## src/rtl/rr_sched_pkg.sv

```systemverilog
// Shared types, sizes and the round-robin pick helper for the grant scheduler.
package rr_sched_pkg;

  localparam int unsigned NUM_REQ = 8;
  localparam int unsigned IDX_W   = 3;

  typedef enum logic {
    IDLE  = 1'b0,
    GRANT = 1'b1
  } state_t;

  // First set bit of req scanning upward from ptr, wrapping past the top index.
  function automatic logic [IDX_W-1:0] rr_pick(input logic [NUM_REQ-1:0] req,
                                               input logic [IDX_W-1:0]   ptr);
    logic [IDX_W-1:0] pick;
    logic [IDX_W-1:0] cand;
    logic             found;
    pick  = ptr;
    found = 1'b0;
    for (int unsigned k = 0; k < NUM_REQ; k++) begin
      cand = IDX_W'(32'(ptr) + k);
      if (!found && req[cand]) begin
        pick  = cand;
        found = 1'b1;
      end
    end
    return pick;
  endfunction

endpackage

```

## src/rtl/grant_decode_3to8.sv

```systemverilog
// Enabled index-to-one-hot decoder; all zero while disabled.
module grant_decode_3to8
  import rr_sched_pkg::*;
(
  input  logic [IDX_W-1:0]   idx,
  input  logic               en,
  output logic [NUM_REQ-1:0] onehot_c
);

  // One-hot expansion of idx gated by en.
  always_comb begin
    onehot_c = '0;
    if (en) begin
      onehot_c[idx] = 1'b1;
    end
  end

endmodule

```

## src/rtl/rr_grant_scheduler_8.sv

```systemverilog
// Round-robin scheduler sharing one resource among 8 requesters with a
// bounded hold budget and a single idle bubble between hand-offs.
module rr_grant_scheduler_8
  import rr_sched_pkg::*;
#(
  parameter int unsigned MAX_HOLD = 15,
  parameter int unsigned CNT_W    = 4
) (
  input  logic                 clk,
  input  logic                 rst_n,
  input  logic [NUM_REQ-1:0]   req,
  output logic [NUM_REQ-1:0]   grant,
  output logic [IDX_W-1:0]     grant_idx,
  output logic                 grant_valid,
  output logic                 busy,
  output logic                 preempt
);

  localparam logic [CNT_W-1:0] MAX_HOLD_C = CNT_W'(MAX_HOLD);
  localparam bit               PREEMPT_EN = (MAX_HOLD != 0);

  state_t             state_q, state_d;
  logic [IDX_W-1:0]   ptr_q, ptr_d;
  logic [IDX_W-1:0]   idx_q, idx_d;
  logic [CNT_W-1:0]   cnt_q, cnt_d;
  logic [NUM_REQ-1:0] others;

  // State, pointer, holder index and hold counter registers.
  always_ff @(posedge clk or negedge rst_n) begin
    if (!rst_n) begin
      state_q <= IDLE;
      ptr_q   <= '0;
      idx_q   <= '0;
      cnt_q   <= '0;
    end else begin
      state_q <= state_d;
      ptr_q   <= ptr_d;
      idx_q   <= idx_d;
      cnt_q   <= cnt_d;
    end
  end

  // Arbitration, release/preemption decisions and hold counting.
  always_comb begin
    state_d = state_q;
    ptr_d   = ptr_q;
    idx_d   = idx_q;
    cnt_d   = cnt_q;
    preempt = 1'b0;
    others  = req & ~(NUM_REQ'(1) << idx_q);
    case (state_q)
      IDLE: begin
        if (|req) begin
          idx_d   = rr_pick(req, ptr_q);
          cnt_d   = CNT_W'(1);
          state_d = GRANT;
        end
      end
      GRANT: begin
        if (!req[idx_q]) begin
          // Release wins over a coincident preemption.
          state_d = IDLE;
          ptr_d   = idx_q + IDX_W'(1);
          cnt_d   = '0;
        end else if (PREEMPT_EN && (cnt_q == MAX_HOLD_C) && (|others)) begin
          preempt = 1'b1;
          state_d = IDLE;
          ptr_d   = idx_q + IDX_W'(1);
          cnt_d   = '0;
        end else if (cnt_q < MAX_HOLD_C) begin
          cnt_d = cnt_q + CNT_W'(1);
        end
      end
      default: state_d = IDLE;
    endcase
  end

  assign busy        = (state_q == GRANT);
  assign grant_valid = busy;
  assign grant_idx   = idx_q;

  grant_decode_3to8 u_grant_decode (
    .idx      (idx_q),
    .en       (busy),
    .onehot_c (grant)
  );

endmodule

```

## config.mk

```make
export PLATFORM = sky130hd
export DESIGN_NAME = rr_grant_scheduler_8
export DESIGN_NICKNAME = d
export VERILOG_FILES = /design/src/rtl/rr_sched_pkg.sv /design/src/rtl/grant_decode_3to8.sv /design/src/rtl/rr_grant_scheduler_8.sv
export SDC_FILE = /design/constraint.sdc
export NUM_CORES = 1
export LEC_CHECK = 0
export CORE_ASPECT_RATIO = 1.25
export CORE_MARGIN = 4
export CORE_UTILIZATION = 45
export CTS_BUF_LIST = sky130_fd_sc_hd__clkbuf_8
export DETAILED_ROUTE_END_ITERATION = 10
export GPL_ROUTABILITY_DRIVEN = 1
export GPL_TIMING_DRIVEN = 0
export PLACE_DENSITY = 0.72
export SLEW_MARGIN = 20
export SYNTH_ARGS = -nofsm -noshare
export SYNTH_HDL_FRONTEND = slang
export SYNTH_SLANG_ARGS = --single-unit
```

## constraint.sdc

```tcl
create_clock -name clk -period 3.6 [get_ports clk]
set_input_delay 0.9 -clock clk [delete_from_list [all_inputs] [get_ports clk]]
set_output_delay 0.9 -clock clk [all_outputs]
set_load 0.05 [all_outputs]
```

==> flow_summary.ini, run 1 <==
[placement]
numPortBuffers = 23
gp_congestion = 0.847
dp_hpwl_mm = 3.12

[synth]
synth_edf_count = 0
synth.avg_cell_area_um2 = 8.72
synth-seq-cells = 11
yosys_warnings = 0
synth-async-reset-ratio = 1.00
syn-instance-count = 189
syn_area_um2 = 1650
synth_seq_area_share = 0.167
synth_cell_types = 50
synth_fp_nets = 208
synthFlopType = dfrtp_1

[final_layout]
fin_nets = 237
fillCellCount = 310
area_delta_synth_final_pct = 21.8
n_antenna_cell = 0
drive_gt1_frac = 0.189

[clocking]
clock_latency_ns = 0.24
cts.htree.levels = 1
clk_pin_slew_ns = 0.05
root_buffer = clkbuf_8
cts_buffer_depth = 2
cts_tree = yes
cts.sinks = 11
ctsHoldBuffers = 0
cts_made_buffers = 3

[sta]
hold_viol = 0
period_needed_ns = 3.46
setup_viol = 0
grt_setup_unrepaired = false
worstMarginPinSlew_ns = 0.513
finalCritPeriodShare = 0.961
max_freq_mhz = 289
skew_ns = 0.00358
setup_tns_ns = 0
relSlewSlack = 0.657
maxSlewViolCount = 0

[flow_run]
maxCapViolCount = 0

[die]
core_um2 = 3510
row_count = 24
die_h_um = 75.7
start_util = 0.469
dieArea_um2 = 4700
die_w_um = 62.1
design.portCount = 24

[worst_setup_path]
worstPathArrival_ns = 2.56
cp_num_buf_inv = 2
slowest_delay_ns = 0.53
cpMaxStageDelayCell = clkdlybuf4s50_1
worstSetupEndpointType = primary output
critPathMostFrequentCell = nand2_1
crit_required_ns = 2.70
cp_top_family = buffers and inverters
crit_chain = clkdlybuf4s50_1, mux4_2, nand2_1, nand2_1, nand2_1, nor2_1, buf_2
cp_max_fo = 8
crit_type = input pin to primary output
worst_setup_path_start_kind = input pin

[global_route]
grt_pass1_vias = 1573
antenna_found_initial = 0
grt.total_usage = 0.178
grt_max_degree = 12
grt_pass1_wl_mm = 6.96
grt-ovfl-total = 0

[detailed_routing]
dr_wl_met2_mm = 2.07
detail_route.first_pass.iterations = 6
drt-initial-drc-count = 52
topRoutingLayerUsed = met4
drc = 0
via_per_inst = 6.11
met1_length_mm = 1.79
detail-route-antenna-nets = 0
via_count = 1563
wl_per_cell_um = 15.7
routed_wl_mm = 4.03
wl_met3_um = 137

[run_status]
status = finished clean

[worst_hold_path]
hold_class = register to register
synth_stat cells, types with 2 or more instances:
cell type  instances  area [um^2]
a21o_1             2         15.0
a21oi_1            6         30.0
a31oi_1            2         12.5
and3_1             2         12.5
buf_6              4         45.0
clkbuf_1           3         11.3
dfrtp_1           11          275
ha_1               9          113
inv_1             13         48.8
mux2_2             4         45.0
mux2i_1           11          110
mux2i_4            2         45.0
mux4_2            12          270
nand2_1           24         90.1
nand2b_1           3         18.8
nand3_1            5         25.0
nor2_1            20         75.1
nor2b_1            2         12.5
nor3_1             7         35.0
nor4_1             2         12.5
o21ai_0            9         45.0
o21ai_1            3         15.0
o221ai_1           2         17.5
o31ai_1            2         15.0
or4b_1             2         20.0
xnor2_1            3         26.3
final cells by class:
cell class | count | area [um^2] | share of cell area
plain buffers | 7 | 60.1 | 0.0299
clock buffers | 3 | 41.3 | 0.0206
clock inverters | 1 | 3.75 | 0.00187
inverters | 14 | 52.6 | 0.0262
multi-input cells | 156 | 1270 | 0.635
flip-flops and latches | 11 | 277 | 0.138
well taps | 39 | 48.8 | 0.0243
repair buffers | 25 | 249 | 0.124
worst reg2reg max path, delay by kind of cell, from the launching register on:
family                     cells  cell delay [ns]
muxes                          2             0.85
DFF                            1             0.40
buffers and inverters          4             0.52
adders and majority gates      1             0.38
and+or+nand+nor                2             1.03
AOI/OAI and AO/OA              1             0.12
layout by cell type (no fill, tap or decap), types with 5 or more instances in the layout:
| master | netlist | layout |
|---|---|---|
| dfrtp_1 | 11 | 10 |
| o21ai_0 | 9 | 9 |
| inv_1 | 13 | 14 |
| nor3_1 | 7 | 6 |
| nand3_1 | 5 | 5 |
| ha_1 | 9 | 9 |
| mux2i_1 | 11 | 9 |
| a21oi_1 | 6 | 6 |
| nor2_1 | 20 | 20 |
| mux4_2 | 12 | 12 |
| clkdlybuf4s50_1 | 0 | 17 |
| nand2_1 | 24 | 24 |
layer usage:
layer / track usage / vias up
li1: - / 758
met2: 0.323 / 39
met3: 0.0251 / 4
met4: 0.0530 / 0
met5: 0 / -
met1: 0.223 / 762
logic make-up after synthesis:
family                     share of synthesized area
muxes                                          0.295
xor gates and xnor gates                      0.0213
buffers and inverters                         0.0706
adders and majority gates                     0.0683
DFF                                            0.167
and+or+nand+nor                                0.216
AOI/OAI and AO/OA                              0.162
final timing paths:
path | end | slack, ns | startpoint | cells past startpoint
worst min-delay path | cnt_q[3] | 0.51 | cnt_q[3] | 1
min in group asynchronous | grant_idx[2] | 1.00 | rst_n | 1
worst max-delay path | preempt | 0.14 | req[1] | 7
max in group asynchronous | ptr_q[1] | 2.25 | rst_n | 1
worst min register to register | cnt_q[3] | 0.51 | cnt_q[3] | 1
worst max register to register | grant_idx[2] | 0.19 | ptr_q[0] | 10
sequential cells by signal, summed over array words and instances (netlist names):
register / count
busy: 1
cnt_q: 4
grant_idx: 3
ptr_q: 3
metrics by stage:
stage                     cell area, um^2  hold WS, ns   util  instances  worst slack, ns
after floorplan                      1650        0.462      -        189            0.361
after detailed placement             1930        0.499  0.548        251           -0.415
after global routing                 2010        0.549  0.571        256           0.0147
final                                2010        0.510  0.571        256            0.141
after global placement               1930        0.491  0.548        251           -0.436
after CTS                            1970        0.510  0.562        254          -0.0148
timing repair:
item,4_1_cts,5_1_grt
setup endpoints to repair,2,3
resized for setup,5,11
buffers inserted,0,2
cloned,0,0
Power of run 1 is left out: the tool's default activity adds up to more than one toggle a clock period on the data nets, which glitch-free logic cannot reach.
==> inputs of run 2 (changes only) <==
--- a/config.mk
+++ b/config.mk
@@ -12,8 +12,9 @@
 export DETAILED_ROUTE_END_ITERATION = 10
 export GPL_ROUTABILITY_DRIVEN = 1
 export GPL_TIMING_DRIVEN = 0
-export PLACE_DENSITY = 0.72
+export PLACE_DENSITY = 0.71
 export SLEW_MARGIN = 20
 export SYNTH_ARGS = -nofsm -noshare
 export SYNTH_HDL_FRONTEND = slang
+export SYNTH_HIERARCHICAL = 1
 export SYNTH_SLANG_ARGS = --single-unit
==> flow_summary.ini, run 2 <==
[synth]
synth_edf_count = 0
syn_area_um2 = 1780
synth_cell_types = 63
synth.avg_cell_area_um2 = 9.62
synthFlopType = dfrtp_1
synth_area_leaders = dfrtp_1, mux4_2, mux4_1
synth_top_area_cell = dfrtp_1
synth-async-reset-ratio = 1.00
yosys_warnings = 6
synth_seq_area_share = 0.155
yosysMostFrequentCell = o21ai_0
synth_fp_nets = 204
synth-seq-cells = 11
syn-instance-count = 185
synth_top_area_frac = 0.155
synthTopCellsByCount = o21ai_0, dfrtp_1, inv_1, nand2_1, nor2_1

[die]
die_w_um = 64.2
row_count = 25
core_um2 = 3780
design.portCount = 24
start_util = 0.470
die_h_um = 78.3
dieArea_um2 = 5030

[worst_setup_path]
slowest_delay_ns = 0.51
worst_setup_path_start_kind = input pin
worstPathArrival_ns = 2.62
crit_type = input pin to primary output
critPathMostFrequentCell = buf_2
crit_chain = clkdlybuf4s50_1, buf_2, mux4_2, mux2i_4, nand2b_4, nor2_1, buf_2
cp_top_family = buffers and inverters
cpMaxStageDelayCell = mux4_2
crit_required_ns = 2.70
cp_max_fo = 10
cp_num_buf_inv = 3
reg2reg_setup_slack_ns = 0.25
worstSetupEndpointType = primary output

[sta]
finalCritPeriodShare = 0.978
grt_setup_unrepaired = false
max_freq_mhz = 284
maxSlewViolCount = 0
skew_ns = 0.00443
setup_viol = 0
worstMarginPinSlew_ns = 0.549
relSlewSlack = 0.634
period_needed_ns = 3.52
hold_viol = 0

[placement]
numPortBuffers = 23
gp_congestion = 0.828
post-place-cells = 262
dp_hpwl_mm = 3.46

[global_route]
met3_usage = 0.0143
grt-busiest-layer = met2
grt.total_usage = 0.186
use_met2 = 0.354
grt_pass1_wl_mm = 7.65
grt_pass1_vias = 1644
grt_max_degree = 19
use_met1 = 0.216
grt-ovfl-total = 0
antenna_found_initial = 0

[final_layout]
drive_gt1_frac = 0.235
largest_reg_flops = 4
largest_register = cnt_q
fillCellCount = 354
finalNonFillerCells = 267
fin_nets = 233
layout.cells.most_common = clkdlybuf4s50_1
n_antenna_cell = 0
area_delta_synth_final_pct = 21.1
most-common-layout-cells = clkdlybuf4s50_1, inv_1, o21ai_0

[detailed_routing]
drt-initial-drc-count = 67
via_count = 1672
detail_route.first_pass.iterations = 4
detail-route-antenna-nets = 0
via_per_inst = 6.26
drc = 0
wl_per_cell_um = 17.2
routed_wl_mm = 4.60

[clocking]
cts.htree.levels = 1
cts_made_buffers = 3
cts.sinks = 11
clock_latency_ns = 0.24
root_buffer = clkbuf_8
clk_pin_slew_ns = 0.05
cts_buffer_depth = 2
cts_tree = yes

[run_status]
status = finished clean

[flow_run]
maxCapViolCount = 0

[worst_hold_path]
hold_class = register to register
## run 2: cell families after synthesis
| group | share of synthesized area |
|---|---|
| xor+xnor | 0.0239 |
| simple gates | 0.234 |
| fa+ha+maj | 0.0633 |
| mux | 0.270 |
| buf+inv | 0.0577 |
| flops | 0.155 |
| compound gates | 0.196 |
## run 2: worst paths after layout
check	start	end	depth (start not counted)
max reg2reg	ptr_q[1]	grant_idx[2]	10
max	req[2]	preempt	7
min in group asynchronous	rst_n	cnt_q[1]	1
min	cnt_q[3]	cnt_q[3]	1
min reg2reg	cnt_q[3]	cnt_q[3]	1
max in group asynchronous	rst_n	ptr_q[1]	1
## run 2: area by class of cell
type                    count  area, um^2  share of cell area
plain buffers               7        61.3              0.0285
clock buffers               3        41.3              0.0192
clock inverters             1        3.75             0.00174
inverters                  11        41.3              0.0192
multi-input cells         156        1440               0.666
flip-flops and latches     11         275               0.128
well taps                  54        67.6              0.0314
repair buffers             24         229               0.106
## run 2: timing repair
action,4_1_cts,5_1_grt
resized for setup,17,1
setup endpoints to repair,1,1
buffers inserted,0,1
gates cloned,0,0
hold buffers,0,0
endpoints found under the hold margin,0,0
## run 2: metal layers
metal,vias to the layer above,share of wire
met2,35,0.53
met4,0,0.025
met3,9,0.026
li1,799,-
met5,-,0
met1,829,0.42
## run 2: stage by stage
| step | setup TNS (ns) | hold slack [ns] | util | setup WS [ns] | area (um^2) |
|---|---|---|---|---|---|
| after floorplan | 0 | 0.461 | - | 0.318 | 1780 |
| after global placement | -0.618 | 0.483 | 0.549 | -0.618 | 2080 |
| after detailed placement | -0.621 | 0.487 | 0.549 | -0.621 | 2080 |
| after CTS | 0 | 0.499 | 0.567 | 0.0598 | 2140 |
| after global routing | 0 | 0.546 | 0.569 | 0.00895 | 2150 |
| final | 0 | 0.504 | 0.569 | 0.0791 | 2150 |
## run 2: worst register-to-register path, delay by kind of cell, from the launching register on
kind            cells  cell delay (ns)
compound gates      3             0.66
fa+ha+maj           1             0.31
buf+inv             3             0.60
flops               1             0.43
mux                 2             0.89
simple gates        1             0.40
Power of run 2 is left out for the same reason.
